**src/rtl/donut_seq_pkg.sv**
```systemverilog
// Shared types and helpers for the donut frame sequencer.
// Build option: DONUT_SEQ_PINGPONG_EN selects bounce frame order.
package donut_seq_pkg;

   typedef enum logic [1:0] {
      IDLE,
      WAIT_TICK,
      STREAM,
      DRAIN
   } seq_state_e;

   localparam int unsigned IMG_W_DEF = 400;
   localparam int unsigned IMG_H_DEF = 176;
   localparam int unsigned FRAME_PIX = IMG_W_DEF * IMG_H_DEF;

   // skid entry layout: {sof, eol, data[3:0]}
   localparam int ENT_W = 6;

   function automatic logic [31:0] frame_base(
      input logic [5:0]  idx,
      input logic [31:0] pix
   );
      return 32'(idx) * pix;
   endfunction

endpackage

```
**src/rtl/donut_skid_buf.sv**
```systemverilog
// Two-entry fall-through buffer between ROM read data and the pixel port.
// Build option: none (DONUT_SEQ_PINGPONG_EN lives in the top).
module donut_skid_buf
   import donut_seq_pkg::*;
(
   input  logic             clk_i,
   input  logic             rst_i,
   input  logic             in_valid,
   input  logic [ENT_W-1:0] in_data,
   output logic             out_valid,
   input  logic             out_ready,
   output logic [ENT_W-1:0] out_data,
   output logic [1:0]       count
);

   logic [ENT_W-1:0] mem_q [2];
   logic [1:0]       cnt_q;
   logic             bypass;
   logic             push;
   logic             pop;

   // an empty buffer passes ROM data straight through when accepted
   assign bypass    = (cnt_q == 2'd0) && out_ready;
   assign push      = in_valid && !bypass;
   assign pop       = out_ready && (cnt_q != 2'd0);
   assign count     = cnt_q;
   assign out_valid = (cnt_q != 2'd0) || in_valid;
   assign out_data  = (cnt_q != 2'd0) ? mem_q[0] :
                      (in_valid ? in_data : '0);

   always_ff @(posedge clk_i) begin
      if (rst_i) begin
         cnt_q    <= 2'd0;
         mem_q[0] <= '0;
         mem_q[1] <= '0;
      end else if (push && pop) begin
         if (cnt_q == 2'd2) begin
            mem_q[0] <= mem_q[1];
            mem_q[1] <= in_data;
         end else begin
            mem_q[0] <= in_data;
         end
      end else if (pop) begin
         mem_q[0] <= mem_q[1];
         cnt_q    <= cnt_q - 2'd1;
      end else if (push) begin
         mem_q[cnt_q[0]] <= in_data;
         cnt_q           <= cnt_q + 2'd1;
      end
   end

endmodule

```
**src/rtl/donut_frame_sequencer.sv**
```systemverilog
// Streams donut animation frames from the pixel ROM as a valid/ready stream.
// Build option: DONUT_SEQ_PINGPONG_EN bounces frame order instead of wrapping.
module donut_frame_sequencer
   import donut_seq_pkg::*;
#(
   parameter int unsigned IMG_W      = 400,
   parameter int unsigned IMG_H      = 176,
   parameter int unsigned NUM_FRAMES = 1,
   parameter int unsigned HOLD_TICKS = 2,
   parameter int unsigned ADDR_W     = 32
) (
   input  logic              clk_i,
   input  logic              rst_i,
   input  logic              start_i,
   input  logic              stop_i,
   input  logic              frame_tick_i,
   output logic              rom_cen_o,
   output logic [ADDR_W-1:0] rom_addr_o,
   input  logic [3:0]        rom_data_i,
   output logic              pix_valid_o,
   input  logic              pix_ready_i,
   output logic [3:0]        pix_data_o,
   output logic              pix_sof_o,
   output logic              pix_eol_o,
   output logic [5:0]        frame_idx_o,
   output logic              busy_o,
   output logic              overrun_o
);

   localparam int unsigned PIX_N = IMG_W * IMG_H;
   localparam logic [ADDR_W-1:0] LAST_PIX = ADDR_W'(PIX_N - 1);
   localparam logic [ADDR_W-1:0] LAST_COL = ADDR_W'(IMG_W - 1);
   localparam logic [5:0]        LAST_FRM = 6'(NUM_FRAMES - 1);
   localparam logic [15:0]       HOLD_N   = 16'(HOLD_TICKS);

   seq_state_e        state_q, state_d;
   logic [ADDR_W-1:0] pix_q, pix_d;
   logic [ADDR_W-1:0] col_q, col_d;
   logic [5:0]        frm_q, frm_d;
   logic [15:0]       hold_q, hold_d;
   logic              stop_q, stop_d;
   logic              ovr_q, ovr_d;
   logic              infl_q, infl_d;
   logic              isof_q, isof_d;
   logic              ieol_q, ieol_d;
`ifdef DONUT_SEQ_PINGPONG_EN
   logic              dn_q, dn_d;
`endif
   logic [ADDR_W-1:0] base;
   logic [1:0]        sb_cnt;
   logic [ENT_W-1:0]  sb_out;
   logic              issue;

   assign base = ADDR_W'(frame_base(frm_q, 32'(PIX_N)));
   // buffered + in-flight must stay within the two skid slots
   assign issue = (sb_cnt == 2'd0) || ((sb_cnt == 2'd1) && !infl_q);

   donut_skid_buf u_skid (
      .clk_i     (clk_i),
      .rst_i     (rst_i),
      .in_valid  (infl_q),
      .in_data   ({isof_q, ieol_q, rom_data_i}),
      .out_valid (pix_valid_o),
      .out_ready (pix_ready_i),
      .out_data  (sb_out),
      .count     (sb_cnt)
   );

   always_comb begin
      state_d    = state_q;
      pix_d      = pix_q;
      col_d      = col_q;
      frm_d      = frm_q;
      hold_d     = hold_q;
      stop_d     = stop_q;
      ovr_d      = ovr_q;
      infl_d     = 1'b0;
      isof_d     = 1'b0;
      ieol_d     = 1'b0;
`ifdef DONUT_SEQ_PINGPONG_EN
      dn_d       = dn_q;
`endif
      rom_cen_o  = 1'b0;
      rom_addr_o = '0;
      unique case (state_q)
         IDLE: begin
            if (start_i && !stop_i) state_d = WAIT_TICK;
         end
         WAIT_TICK: begin
            if (stop_i) begin
               state_d = IDLE;
            end else if (frame_tick_i) begin
               state_d = STREAM;
               pix_d   = '0;
               col_d   = '0;
            end
         end
         STREAM: begin
            if (frame_tick_i) ovr_d = 1'b1;
            if (stop_i) stop_d = 1'b1;
            rom_addr_o = base + pix_q;
            if (issue) begin
               rom_cen_o = 1'b1;
               infl_d    = 1'b1;
               isof_d    = (pix_q == '0);
               ieol_d    = (col_q == LAST_COL);
               pix_d     = pix_q + ADDR_W'(1);
               col_d     = (col_q == LAST_COL) ? '0 : col_q + ADDR_W'(1);
               if (pix_q == LAST_PIX) state_d = DRAIN;
            end
         end
         DRAIN: begin
            if (frame_tick_i) ovr_d = 1'b1;
            if (stop_i) stop_d = 1'b1;
            if ((sb_cnt == 2'd0) && !infl_q) begin
               if (stop_q || stop_i) begin
                  state_d = IDLE;
                  stop_d  = 1'b0;
               end else begin
                  state_d = WAIT_TICK;
                  hold_d  = hold_q + 16'd1;
                  if ((hold_q + 16'd1) == HOLD_N) begin
                     hold_d = '0;
`ifdef DONUT_SEQ_PINGPONG_EN
                     if (LAST_FRM == 6'd0) begin
                        frm_d = 6'd0;
                     end else if (!dn_q) begin
                        if (frm_q == LAST_FRM) begin
                           frm_d = frm_q - 6'd1;
                           dn_d  = 1'b1;
                        end else begin
                           frm_d = frm_q + 6'd1;
                        end
                     end else begin
                        if (frm_q == 6'd0) begin
                           frm_d = 6'd1;
                           dn_d  = 1'b0;
                        end else begin
                           frm_d = frm_q - 6'd1;
                        end
                     end
`else
                     frm_d = (frm_q == LAST_FRM) ? 6'd0 : frm_q + 6'd1;
`endif
                  end
               end
            end
         end
         default: state_d = IDLE;
      endcase
   end

   always_ff @(posedge clk_i) begin
      if (rst_i) begin
         state_q <= IDLE;
         pix_q   <= '0;
         col_q   <= '0;
         frm_q   <= '0;
         hold_q  <= '0;
         stop_q  <= 1'b0;
         ovr_q   <= 1'b0;
         infl_q  <= 1'b0;
         isof_q  <= 1'b0;
         ieol_q  <= 1'b0;
`ifdef DONUT_SEQ_PINGPONG_EN
         dn_q    <= 1'b0;
`endif
      end else begin
         state_q <= state_d;
         pix_q   <= pix_d;
         col_q   <= col_d;
         frm_q   <= frm_d;
         hold_q  <= hold_d;
         stop_q  <= stop_d;
         ovr_q   <= ovr_d;
         infl_q  <= infl_d;
         isof_q  <= isof_d;
         ieol_q  <= ieol_d;
`ifdef DONUT_SEQ_PINGPONG_EN
         dn_q    <= dn_d;
`endif
      end
   end

   assign pix_sof_o   = sb_out[5];
   assign pix_eol_o   = sb_out[4];
   assign pix_data_o  = sb_out[3:0];
   assign frame_idx_o = frm_q;
   assign busy_o      = (state_q != IDLE);
   assign overrun_o   = ovr_q;

endmodule
```
**config.mk**
```make
export PLATFORM = sky130hd
export DESIGN_NAME = donut_frame_sequencer
export DESIGN_NICKNAME = d
export VERILOG_FILES = /design/src/rtl/donut_seq_pkg.sv /design/src/rtl/donut_skid_buf.sv /design/src/rtl/donut_frame_sequencer.sv
export SDC_FILE = /design/constraint.sdc
export NUM_CORES = 1
export LEC_CHECK = 0
export CAP_MARGIN = 20
export CORE_AREA = 3 3 148 150
export DETAILED_ROUTE_END_ITERATION = 7
export DIE_AREA = 0 0 151 153
export PLACE_DENSITY = 0.48
export SETUP_SLACK_MARGIN = 0.15
export SLEW_MARGIN = 25
export SYNTH_ARGS = -nofsm -noshare
export SYNTH_HDL_FRONTEND = slang
export SYNTH_HIERARCHICAL = 1
export SYNTH_SLANG_ARGS = --single-unit
```
**constraint.sdc**
```tcl
create_clock -name clk_i -period 6.9 [get_ports clk_i]
set_clock_uncertainty 0.15 [all_clocks]
set_input_delay 0.69 -clock clk_i [delete_from_list [all_inputs] [get_ports clk_i]]
set_output_delay 0.69 -clock clk_i [all_outputs]
set_load 0.03 [all_outputs]
```
==> results.tsv <==
metric	value	unit
area leader, netlist	dfxtp_1	
HPWL after DPL	12.96	mm
Final ANT Viol Nets	0	
GRT Overall Usage	15.65	%
Congestion Overflow GR	0	
clock buffer depth	2	
register bit total from synthesis	107	
Hold Path Class	register to register	
Synth Area in Adders	10.19	%
worst skew pair latency	360	ps
Leakage	3.250	nW
Post-DP Area	8013	um2
Core ar.	20820	um2
sequential-to-total area share from yosys stat	31.32	%
first-pass GRT wire length	29.85	mm
FMAX	155.7	MHz
Int Power	0.9439	mW
Slew Limit Fails	0	
fin util	39.95	%
DRT iter0 DRCs	319	
yosys warns	6	
period utilization	93.07	%
Syn-to-layout area delta	15.18	%
WP data arrival	5580	ps
ys async rst share	0	%
total number of vias	6102	
CTS tree	built	
clock root buffer	clkbuf_16	
Worst-Margin Slew	990.4	ps
row cnt	53	
PwrDens	147.8	nW/um2
ANT cells	0	
count of flip-flops with a built-in enable after synthesis	12	
worst rel slew slack	33.97	%
Mapped Nets	956	
status	completed	
final hold violation count	0	
number of H-tree levels	3	
IO Port Bufs	57	
maximum net fanout on the critical path	6	
Chip Width	151	um
initial antenna violation count	0	
Post-layout nets	994	
Post-Synthesis Mean Instance Area	8.124	um2
TNS Setup	0	ps
ys flop type	dfxtp_1	
NetSw	0.2852	mW
largest net degree at the start of global routing	37	
Synth Area in Compound Gates	12.84	%
main combinational cell family by area after synthesis	simple AND/OR/NAND/NOR gates	
XOR/XNOR Fraction of Synth Area	10.79	%
share of layout cells above drive strength 1	6.116	%
clock sinks	107	
Pre-antenna DRT Iters	5	
MaxCap Viol Count	0	
Setup Buffers After CTS	0	
clock group share of total power	44.4	%
Post-Syn Area	7222	um2
I/O Pins	58	
number of global-route vias before repair	5835	
Distinct cells, synth	70	
total wire length	17.73	mm
largest cells by area after synthesis	dfxtp_1, ha_1, nor2_1	
Worst Path Required	6060	ps
routed len/inst	14.69	um
final setup violation count	0	
post-synthesis mux area share	0.8316	%
share of the synthesized area in the top cell type	26.33	%
post-synthesis cell count	889	
CP endpoint kind	primary output	
simple-gate share of the synthesized area	29.56	%
clock-pin slew on the worst setup and hold paths	80	ps
Period minus WS final	6422	ps
total die area	23100	um2
die height	153	um
RSZ-0062 raised after global routing	yes	
Worst Path Class, Setup	register to primary output	
peak supply drop	0.0001022	V
final instance area	8318	um2
final hold slack	327.1	ps
Avg Vias per Cell	5.056	
Worst setup SP type	register	
DRC viols	0	
sequential share of power	51.8	%
Starting Density	34.68	%
GPL Wtd Cong	0.7823	
switch share	23.21	%
total CTS buffers	9	
combinational group share of total power	3.8	%
[routing by layer]
layer / share of wire [%] / GRT usage (%) / up-vias
li1: - / - / 3193
met1: 53 / 22.29 / 2835
met2: 44 / 24.71 / 70
met3: 2.7 / 2.935 / 4
met4: 0.36 / 3.238 / 0
met5: 0 / 0 / -
[cell families (layout without fill, tap and decap cells)]
group	count (synthesis)	count (layout)
adders and majority gates	57	57
AOI/OAI and AO/OA	138	138
muxes	6	6
and+or+nand+nor	416	416
DFF	107	107
buffers and inverters	76	119
xor gates and xnor gates	89	89
[synthesized netlist by cell type, drive strengths merged (8+ instances only)]
| library cell | instances |
|---|---|
| buf | 12 |
| nand3 | 51 |
| xor2 | 48 |
| nor4 | 22 |
| a21o | 11 |
| or3 | 14 |
| nand4 | 22 |
| and4 | 8 |
| nor3 | 15 |
| nand2 | 78 |
| a21oi | 43 |
| nor2b | 10 |
| nor2 | 125 |
| and2 | 22 |
| o21ai | 33 |
| ha | 54 |
| and3 | 15 |
| xnor2 | 41 |
| edfxtp | 12 |
| inv | 39 |
| nand2b | 12 |
| dfxtp | 95 |
| clkbuf | 25 |
[through the flow]
stage / instances / power (mW) / setup slack [ps]
final: 1207 / 1.229 / 478.2
after global routing: 1207 / 1.275 / 139.7
after CTS: 1207 / 1.253 / 251.7
after detailed placement: 1191 / 0.6989 / 384.8
after global placement: 1191 / 0.6992 / 396.1
after floorplan: 889 / 0.6796 / 652.4
[flip-flops by register name, summed over array words and instances, names as in the netlist, 2 cells and up, named ones only]
signal        count
pix_q            32
hold_q           16
u_skid/mem_q     12
frame_idx_o       6
col_q            32
u_skid/count      2
[worst max-delay path: stages (launching register included)]
cell,delay (ps)
dfxtp_1,330
inv_1,60
ha_1,270
inv_1,50
fa_1,510
inv_1,50
ha_1,280
ha_1,330
nor2b_1,140
o21ai_0,210
a21boi_0,190
o21a_1,200
nor2_1,110
xnor2_1,150
ha_1,320
a21oi_1,150
o21ai_0,190
a211o_1,320
o211ai_1,220
o21ai_0,210
xnor2_1,160
nor2_1,90
clkdlybuf4s50_1,670
[area by class of cell]
class / count / area [um2]
Tap cell: 275 / 344.1
Clock buffer: 10 / 239.0
Inverter: 39 / 146.4
Clock inverter: 6 / 70.07
Sequential cell: 107 / 2262
Multi-Input combinational cell: 706 / 4653
Timing Repair Buffer: 64 / 603.1
Fill cell: 2190 / 12500
[cell usage in the layout (no fill, tap or decap), types with 5 or more instances in the layout]
cell type	synthesis	routed
a211o_1	6	6
a21o_1	11	11
a21oi_1	41	41
and2_1	21	21
and3_1	15	15
and4_1	7	7
buf_4	0	7
clkbuf_16	0	9
clkbuf_2	0	5
clkdlybuf4s50_1	0	50
dfxtp_1	95	95
edfxtp_1	12	12
ha_1	54	54
inv_1	38	38
mux2i_1	6	6
nand2_1	78	78
nand2b_1	11	11
nand3_1	51	51
nand4_1	22	22
nor2_1	124	124
nor2b_1	9	9
nor3_1	14	14
nor4_1	21	21
o211ai_1	6	6
o21ai_0	31	30
or2_2	5	5
or3_1	14	14
xnor2_1	41	41
xor2_1	48	48
[final timing paths]
kind | start | slack, ps | cells past startpoint | endpoint
worst max-delay path | frame_idx_o[4]$_SDFFE_PP0P_ | 480 | 22 | rom_addr_o[26]
worst min-delay path | col_q[1]$_SDFFE_PP0P_ | 330 | 2 | col_q[1]$_SDFFE_PP0P_
worst max register to register | infl_q$_SDFF_PP0_ | 3670 | 7 | hold_q[1]$_SDFFE_PP0P_
worst min register to register | col_q[1]$_SDFFE_PP0P_ | 330 | 2 | col_q[1]$_SDFFE_PP0P_
[what timing repair did]
item,in CTS,in global routing
hold buffers,0,0
resized for setup,6,14
cloned,0,0
endpoints found under the setup margin,5,9
pin swaps,0,1
[power groups by stage]
stage                     logic (mW)  registers [mW]  clock network [mW]
after global placement        0.0482           0.651                   0
after global routing          0.0516           0.637               0.587
after CTS                     0.0481           0.636               0.569
after detailed placement      0.0479           0.651                   0
after floorplan               0.0307           0.649                   0
final                         0.0466           0.636               0.546
No activity file was read; power rests on OpenSTA's default activity.
